--- src/rtl/spi_slave_regfile.sv ---
// spi_slave_regfile: SPI mode-0 slave with a 2^ADDR_W x DATA_W register array and a local write port
module spi_slave_regfile #(
    parameter int ADDR_W = 8,
    parameter int DATA_W = 16
) (
    input  logic              clk,
    input  logic              rst_n,
    input  logic              spi_sclk,
    input  logic              spi_cs_n,
    input  logic              spi_mosi,
    output logic              spi_miso,
    input  logic              lcl_we,
    input  logic [ADDR_W-1:0] lcl_addr,
    input  logic [DATA_W-1:0] lcl_wdata,
    output logic              lcl_ready,
    output logic              wr_valid,
    output logic [ADDR_W-1:0] wr_addr,
    output logic [DATA_W-1:0] wr_data,
    output logic              rd_valid,
    output logic              frame_err,
    output logic              busy
);
    typedef enum logic [1:0] {IDLE, CMD, DATA, DONE} state_t;

    state_t              state;
    logic [1:0]          sclk_s, cs_s, mosi_s;
    logic                sclk_h, cs_h;
    logic [5:0]          bit_cnt;
    logic [DATA_W-2:0]   shift;
    logic [DATA_W-1:0]   tx_reg;
    logic [ADDR_W-1:0]   addr;
    logic                is_read;
    logic [DATA_W-1:0]   mem [0:(1<<ADDR_W)-1];

    wire sclk_rise = sclk_s[1] & ~sclk_h;
    wire sclk_fall = ~sclk_s[1] & sclk_h;
    wire cs_fall   = ~cs_s[1] & cs_h;
    wire cs_high   = cs_s[1];
    wire mosi_bit  = mosi_s[1];

    // The pending SPI commit owns the array write port for one cycle
    assign lcl_ready = ~wr_valid;

    // Two-flop synchronisers plus edge-history flops for the SPI pins
    always_ff @(posedge clk or negedge rst_n) begin
        if (!rst_n) begin
            sclk_s <= 2'b00;
            cs_s   <= 2'b11;
            mosi_s <= 2'b00;
            sclk_h <= 1'b0;
            cs_h   <= 1'b1;
        end else begin
            sclk_s <= {sclk_s[0], spi_sclk};
            cs_s   <= {cs_s[0], spi_cs_n};
            mosi_s <= {mosi_s[0], spi_mosi};
            sclk_h <= sclk_s[1];
            cs_h   <= cs_s[1];
        end
    end

    // Frame state machine: command decode, MISO shifting, commit and abort
    always_ff @(posedge clk or negedge rst_n) begin
        if (!rst_n) begin
            state     <= IDLE;
            bit_cnt   <= '0;
            shift     <= '0;
            tx_reg    <= '0;
            addr      <= '0;
            is_read   <= 1'b0;
            spi_miso  <= 1'b0;
            wr_valid  <= 1'b0;
            rd_valid  <= 1'b0;
            frame_err <= 1'b0;
            busy      <= 1'b0;
            wr_addr   <= '0;
            wr_data   <= '0;
        end else begin
            wr_valid  <= 1'b0;
            rd_valid  <= 1'b0;
            frame_err <= 1'b0;
            case (state)
                IDLE: begin
                    bit_cnt  <= '0;
                    spi_miso <= 1'b0;
                    if (cs_fall) begin
                        state  <= CMD;
                        busy   <= 1'b1;
                        shift  <= '0;
                        tx_reg <= '0;
                    end
                end
                CMD: begin
                    if (cs_high) begin
                        state     <= IDLE;
                        busy      <= 1'b0;
                        frame_err <= 1'b1;
                        spi_miso  <= 1'b0;
                    end else if (sclk_rise) begin
                        shift   <= {shift[DATA_W-3:0], mosi_bit};
                        bit_cnt <= bit_cnt + 6'd1;
                        if (bit_cnt == 6'd15) begin
                            state    <= DATA;
                            addr     <= shift[ADDR_W+1:2];
                            is_read  <= shift[0];
                            rd_valid <= shift[0];
                        end
                    end
                end
                DATA: begin
                    if (cs_high) begin
                        state     <= IDLE;
                        busy      <= 1'b0;
                        frame_err <= 1'b1;
                        spi_miso  <= 1'b0;
                    end else begin
                        if (sclk_fall) begin
                            spi_miso <= tx_reg[DATA_W-1];
                            tx_reg   <= {tx_reg[DATA_W-2:0], 1'b0};
                        end
                        if (rd_valid)
                            tx_reg <= mem[addr];
                        if (sclk_rise) begin
                            shift   <= {shift[DATA_W-3:0], mosi_bit};
                            bit_cnt <= bit_cnt + 6'd1;
                            if (bit_cnt == 6'd31) begin
                                state    <= DONE;
                                spi_miso <= 1'b0;
                                if (!is_read) begin
                                    wr_valid <= 1'b1;
                                    wr_addr  <= addr;
                                    wr_data  <= {shift, mosi_bit};
                                end
                            end
                        end
                    end
                end
                default: begin
                    spi_miso <= 1'b0;
                    if (cs_high) begin
                        state <= IDLE;
                        busy  <= 1'b0;
                    end
                end
            endcase
        end
    end

    // Array write port: SPI commit first, local write otherwise; contents are never reset
    always_ff @(posedge clk) begin
        if (wr_valid)
            mem[wr_addr] <= wr_data;
        else if (lcl_we)
            mem[lcl_addr] <= lcl_wdata;
    end
endmodule

--- config.mk ---
export PLATFORM = sky130hd
export DESIGN_NAME = spi_slave_regfile
export DESIGN_NICKNAME = d
export VERILOG_FILES = /design/src/rtl/spi_slave_regfile.sv
export SDC_FILE = /design/constraint.sdc
export NUM_CORES = 2
export LEC_CHECK = 0
export CELL_PAD_IN_SITES_DETAIL_PLACEMENT = 0
export CELL_PAD_IN_SITES_GLOBAL_PLACEMENT = 1
export CORE_AREA = 10 10 745 747
export CTS_CLUSTER_SIZE = 40
export DETAILED_ROUTE_END_ITERATION = 10
export DIE_AREA = 0 0 755 757
export DONT_BUFFER_PORTS = 1
export HOLD_SLACK_MARGIN = 0.12
export PLACE_DENSITY_LB_ADDON = 0.3
export SYNTH_ARGS = -nofsm -noshare
export SYNTH_HDL_FRONTEND = slang
export SYNTH_SLANG_ARGS = --single-unit
--- constraint.sdc ---
create_clock -name clk -period 16.12 [get_ports clk]
set_input_delay 2.418 -clock clk [delete_from_list [all_inputs] [get_ports clk]]
set_output_delay 2.418 -clock clk [all_outputs]
set_load 0.1 [all_outputs]
## Yosys cells after proc, flatten, opt, wreduce, memory -nomap -nowiden

Memory sizes are Yosys's and may differ from the RTL's.
Cells that the tools add are included.

- Register bits: 85
- Logic and storage cells: 104
- Output and inout bits: 30
- Memory bits (writable): 4096
- Memories kept: 1
- Input bits: 30

- Bitwise logic cells: 8
- Reductions and logical operators: 14
- Mux-type cells: 48
- Equality and inequality tests: 14
- Add/subtract/negate cells: 1

Memories:

| name | words | bits a word | read ports | clocked after Yosys merged registers in | wr ports | RTL line | RTL |
|---|---|---|---|---|---|---|---|
| mem | 256 | 16 | 1 | 0 | 1 | 33 | `logic [DATA_W-1:0] mem [0:(1<<ADDR_W)-1];` |

Operators by type and width:

| kind | count |
|---|---|
| 16-bit 2-to-1 mux | 5 |
| 15-bit 2-to-1 mux | 3 |
| 16-bit one-hot mux with 2 select lines | 1 |
| 15-bit one-hot mux with 2 select lines | 1 |
| 1-bit 2-to-1 mux | 24 |
| 2-bit 2-to-1 mux | 8 |
| 16-bit OR reduction | 1 |
| 3-bit != test (second input constant) | 5 |
| 6-bit 2-to-1 mux | 2 |
| 6-bit one-hot mux with 2 select lines | 1 |
| 4-bit AND reduction | 3 |
| 8-bit 2-to-1 mux | 1 |
| 2-bit != test (second input constant) | 4 |
| 6-bit by 1-bit adder with 6-bit output (second input constant) | 1 |
| 6-bit by 4-bit equality test with 1-bit output (second input constant) | 1 |
| 6-bit by 5-bit equality test with 1-bit output (second input constant) | 1 |
| 2-bit one-hot mux with 3 select lines | 1 |
| 6-bit AND reduction | 1 |
| 2-bit nonzero test | 3 |
| 1-bit inverter | 5 |
| 5-bit AND reduction | 1 |
| 4-bit nonzero test | 1 |
| 1-bit AND | 3 |
| 3-bit AND reduction | 1 |
| 7 further kinds | 7 |

## Logic depth before layout (Yosys ltp)

- Word-level depth: 7
- Gate-level depth with buffers: 14
- Depth with buffers taken out: 9

## Least setup slack after synthesis

OpenSTA, ideal clock, no wires.

- Path type: input port to flip-flop
- From: input port lcl_we
- To: memory mem[0][10] (data pin)
- Path slack: 8868 ps
- Required time: 15297 ps
- Stages: 6
- Buffers on the path: 3
- Arrival time: 6429 ps
- Library setup time: 823 ps
- Cell sequence: nor2b_1 > clkbuf_1 > clkbuf_1 > clkbuf_1 > nand2_1 > nand2_1

- Word-level cells in the longest chain between the ends: 5

RTL lines:

| what | RTL line | RTL |
|---|---|---|
| from (decl) | 12 | `input logic lcl_we,` |
| 1-bit 2-to-1 mux | 152 | `else if (lcl_we)` |
| 1-bit 2-to-1 mux | 150 | `if (wr_valid)` |
| 1-bit 2-to-1 mux (not written as such) | 153 | `mem[lcl_addr] <= lcl_wdata;` |
| 16-bit OR reduction (no line) | - |  |
| 16-bit 2-to-1 mux (no line) | - |  |
| to (decl) | 33 |  |

No other way between the ends.

## Worst setup path after layout

- From: register wr_valid
- To: memory mem[42][14] (data pin)

- Word-level cells in the longest chain between the ends: 4

RTL lines:

| what | RTL line | RTL |
|---|---|---|
| from (decl) | 16 | `output logic wr_valid,` |
| from (signal assigned) | 71 | `wr_valid <= 1'b0;` |
| from (signal assigned) | 78 | `wr_valid <= 1'b0;` |
| from (signal assigned) | 129 | `wr_valid <= 1'b1;` |
| 1-bit 2-to-1 mux | 150 |  |
| 1-bit 2-to-1 mux (not written as such) | 153 |  |
| 16-bit OR reduction (no line) | - |  |
| 16-bit 2-to-1 mux (no line) | - |  |

No other way between the ends.

==> summary.txt <==
Timing
  – Slew Viols, Final: 0
  – Final period util: 0.4023
  – Setup Skew: between 0.06 and 0.07 ns
  – Slew at the pin closest to its max-slew limit: 1.419 ns
  – Fmax: 0.1542 GHz
  – RSZ-0062 raised after global routing: false
  – Min Tclk post-route: between 6 and 7 ns
  – Min Hold Slack: 0.3581 ns
  – Max-slew headroom: 0.05411
  – Setup_tns: 0 ns
  – Final hold vios: 0
  – Finish-stage setup viols: 0

Setup path
  – Worst path arrival time: 7.11 ns
  – Cell family with most CP delay: buffers and inverters
  – Worst EP required: 16.74 ns
  – CP Max Fanout: 78
  – CP Class: flop to flop
  – Critical path's most frequent cell: buf_4
  – Reg2reg start: wr_valid
  – Startpoint Class: flop
  – Buf/Inv on CP: 4
  – CP peak stage delay: 1.00 ns
  – Worst path slowest cell: dfrtp_1
  – Crit-path cells: inv_1, nand2_1, nand2_1, nand2_4, buf_4, buf_4, buf_4
  – Reg2Reg Depth: 7
  – FF-to-FF End: mem[42][14]
  – Reg-to-reg slack, setup: 9.64 ns
  – Crit. End Element: flop

Floorplan
  – DIE AREA: roughly 0.57 mm²
  – I/O Pins: 60
  – Initial Utilization: 0.2988
  – Core outline area: 0.5395 mm²
  – Core Rows: 270
  – Die Span Y: 757 µm
  – Die Wd: 755 µm

Power
  – VDD IR max: 0.09082 mV
  – Int Power: 17.59 mW
  – LEAKAGE: 58.50 nW
  – Gate power share: 0.017
  – Switch share: 0.2067
  – P_sw: 4.584 mW
  – Reg power frac: 0.540
  – Clock network power share: 0.443
  – Power per Cell Area: 120.0 mW/mm²
  – Overall Power: 22.18 mW

Placed design
  – DP HPWL: 282200 µm
  – GPL Wtd Cong: 0.8060
  – Port Buffers: 0
  – Post-DP Area: 0.1710 mm²

Finish
  – Nets: 7814
  – P&R area growth vs syn: 14.61%
  – Finished Cell Area: 0.1848 mm²
  – Fillers: around 50000
  – Share of cells above drive strength 1: 0.2615
  – Max FFs per register: 4096

Synth
  – Number of synthesized flops with an enable pin: 4096
  – Seq/Total Area, Yosys: 0.7761
  – Mapped Area: 0.1612 mm²
  – Yosys Warn Count: 0
  – Cells after Synth: 7407
  – Netlist cell types: between 70 and 80
  – Synth area leader: edfxtp_1
  – Most frequent cell after synthesis: edfxtp_1
  – Synth area leaders: edfxtp_1 (76%), mux4_2 (14%), dfrtp_1 (1.3%)
  – Syn Area/Cell: ~22 µm²
  – Synth Register Bits: 4181
  – Dominant synthesized flop cell: edfxtp_1
  – Yosys top cell area share: 0.7629
  – Syn Nets: roughly 7400
  – Ys async rst share: 0.02033
  – Post-synth top cells: edfxtp_1 (4096), mux4_2 (970), nand2_1 (425)

Worst hold path
  – Hold path cells: 0
  – Hold Path End: cs_s[1]
  – HP Start: cs_s[0]
  – Hold Path Class: flop to flop

Route
  – Routed WL: 470000 µm
  – # DRC: 0
  – DR vias: between 70000 and 80000
  – Routed len/inst: just over 30 µm
  – Iter 0 DRT Violations: roughly 9800
  – Detailed Routing Iterations Pass 1: 5
  – Vias/cell: a little over 5
  – Routed Antenna Nets: 0

Clocking
  – CTS root buffer: clkbuf_16
  – Postcts setup bufs: 0
  – Skew-Pair Late Insertion Delay: 1.02 ns
  – Worst-path clk slew: 0.06 ns
  – Clock Tree Buf Depth: 4
  – Cts bufs inserted: 425
  – Hold buffers post-CTS: 0
  – # resized after CTS: 0
  – Clock Sinks: 4181
  – TritonCTS clock tree: done
  – H-tree depth: 5

GRT
  – First-pass GRT wire length: 652300 µm
  – Largest net degree at the start of global routing: 141
  – GRT Overall Usage: 0.1596
  – Congestion Overflow GR: 0
  – Vias in the first global route: 79330
  – Antenna violations before repair: 36

Run
  – Max-Cap Viols: 0

Run status
  – Status: finished clean
metal layers:
metal,global-route usage,routed length [µm],up-vias
met1,0.2246,200200,43140
li1,-,-,31900
met3,0.03667,40160,570
met4,0.03936,11940,10
met5,0,66,-
met2,0.2507,217700,3059
through the flow:
stage	util	cells	setup slack (ns)
after floorplan	-	7407	8.868
after global placement	0.3169	14560	9.390
after detailed placement	0.3169	14560	9.258
after CTS	0.3424	15340	9.609
after global routing	0.3425	15340	9.299
final	0.3425	15350	9.636
cell families after synthesis:
group | after synthesis | synth area share
buffers and inverters | 429 | 0.01719
flip-flops | 4181 | 0.7761
AO/OA/AOI/OAI | 617 | 0.02653
adder cells (fa/ha/maj) | 5 | 0.0003880
AND/OR/NAND/NOR | 982 | 0.02675
multiplexers | 1192 | 0.1530
XOR/XNOR | 1 | 0.00005433
cell type report:
class,instances,area (µm²),share of cell area
clock buffers,527,11160,0.06042
inverters,9,42.54,0.0002302
diodes,10,25.02,0.0001354
clock inverters,256,2577,0.01395
multi-input cells,2797,33840,0.1831
flip-flops and latches,4181,125100,0.6773
well taps,7208,9019,0.04881
repair buffers,365,2968,0.01606
placed cells by master, fill, tap and decap left out, types with 48 or more instances in the layout:
cell	netlist	final
mux2i_1	143	143
edfxtp_1	4096	4096
clkinv_2	0	82
mux4_2	970	970
a21oi_1	99	99
buf_4	56	346
dfrtp_1	82	75
nor2_1	315	243
nand2_1	425	409
o22ai_1	91	89
a22oi_1	131	131
nor2_2	0	71
clkbuf_16	0	430
o21ai_0	57	56
clkinv_1	0	91
nand3_1	63	48
clkbuf_1	149	93
power by group through the flow:
stage                     Combinational, mW  Clock [mW]  Sequential [mW]
after global placement                0.362           0             12.2
after CTS                             0.379        10.0             12.0
after detailed placement              0.379           0             12.2
after floorplan                       0.175           0             12.3
after global routing                  0.401        10.4             12.0
final                                 0.373        9.82             12.0
how the worst max path moves through the flow:
stage | slack, ns | to | cells past startpoint | startpoint
final | 9.64 | mem[42][14] | 7 | wr_valid
after global routing | 9.30 | mem[41][14] | 7 | wr_valid
after CTS | 9.61 | mem[41][14] | 7 | wr_valid
after detailed placement | 9.26 | mem[89][14] | 6 | lcl_we
after global placement | 9.39 | mem[46][14] | 6 | lcl_we
after floorplan | 8.87 | mem[0][10] | 6 | lcl_we
Note: power is estimated with default switching activity, not from simulation.
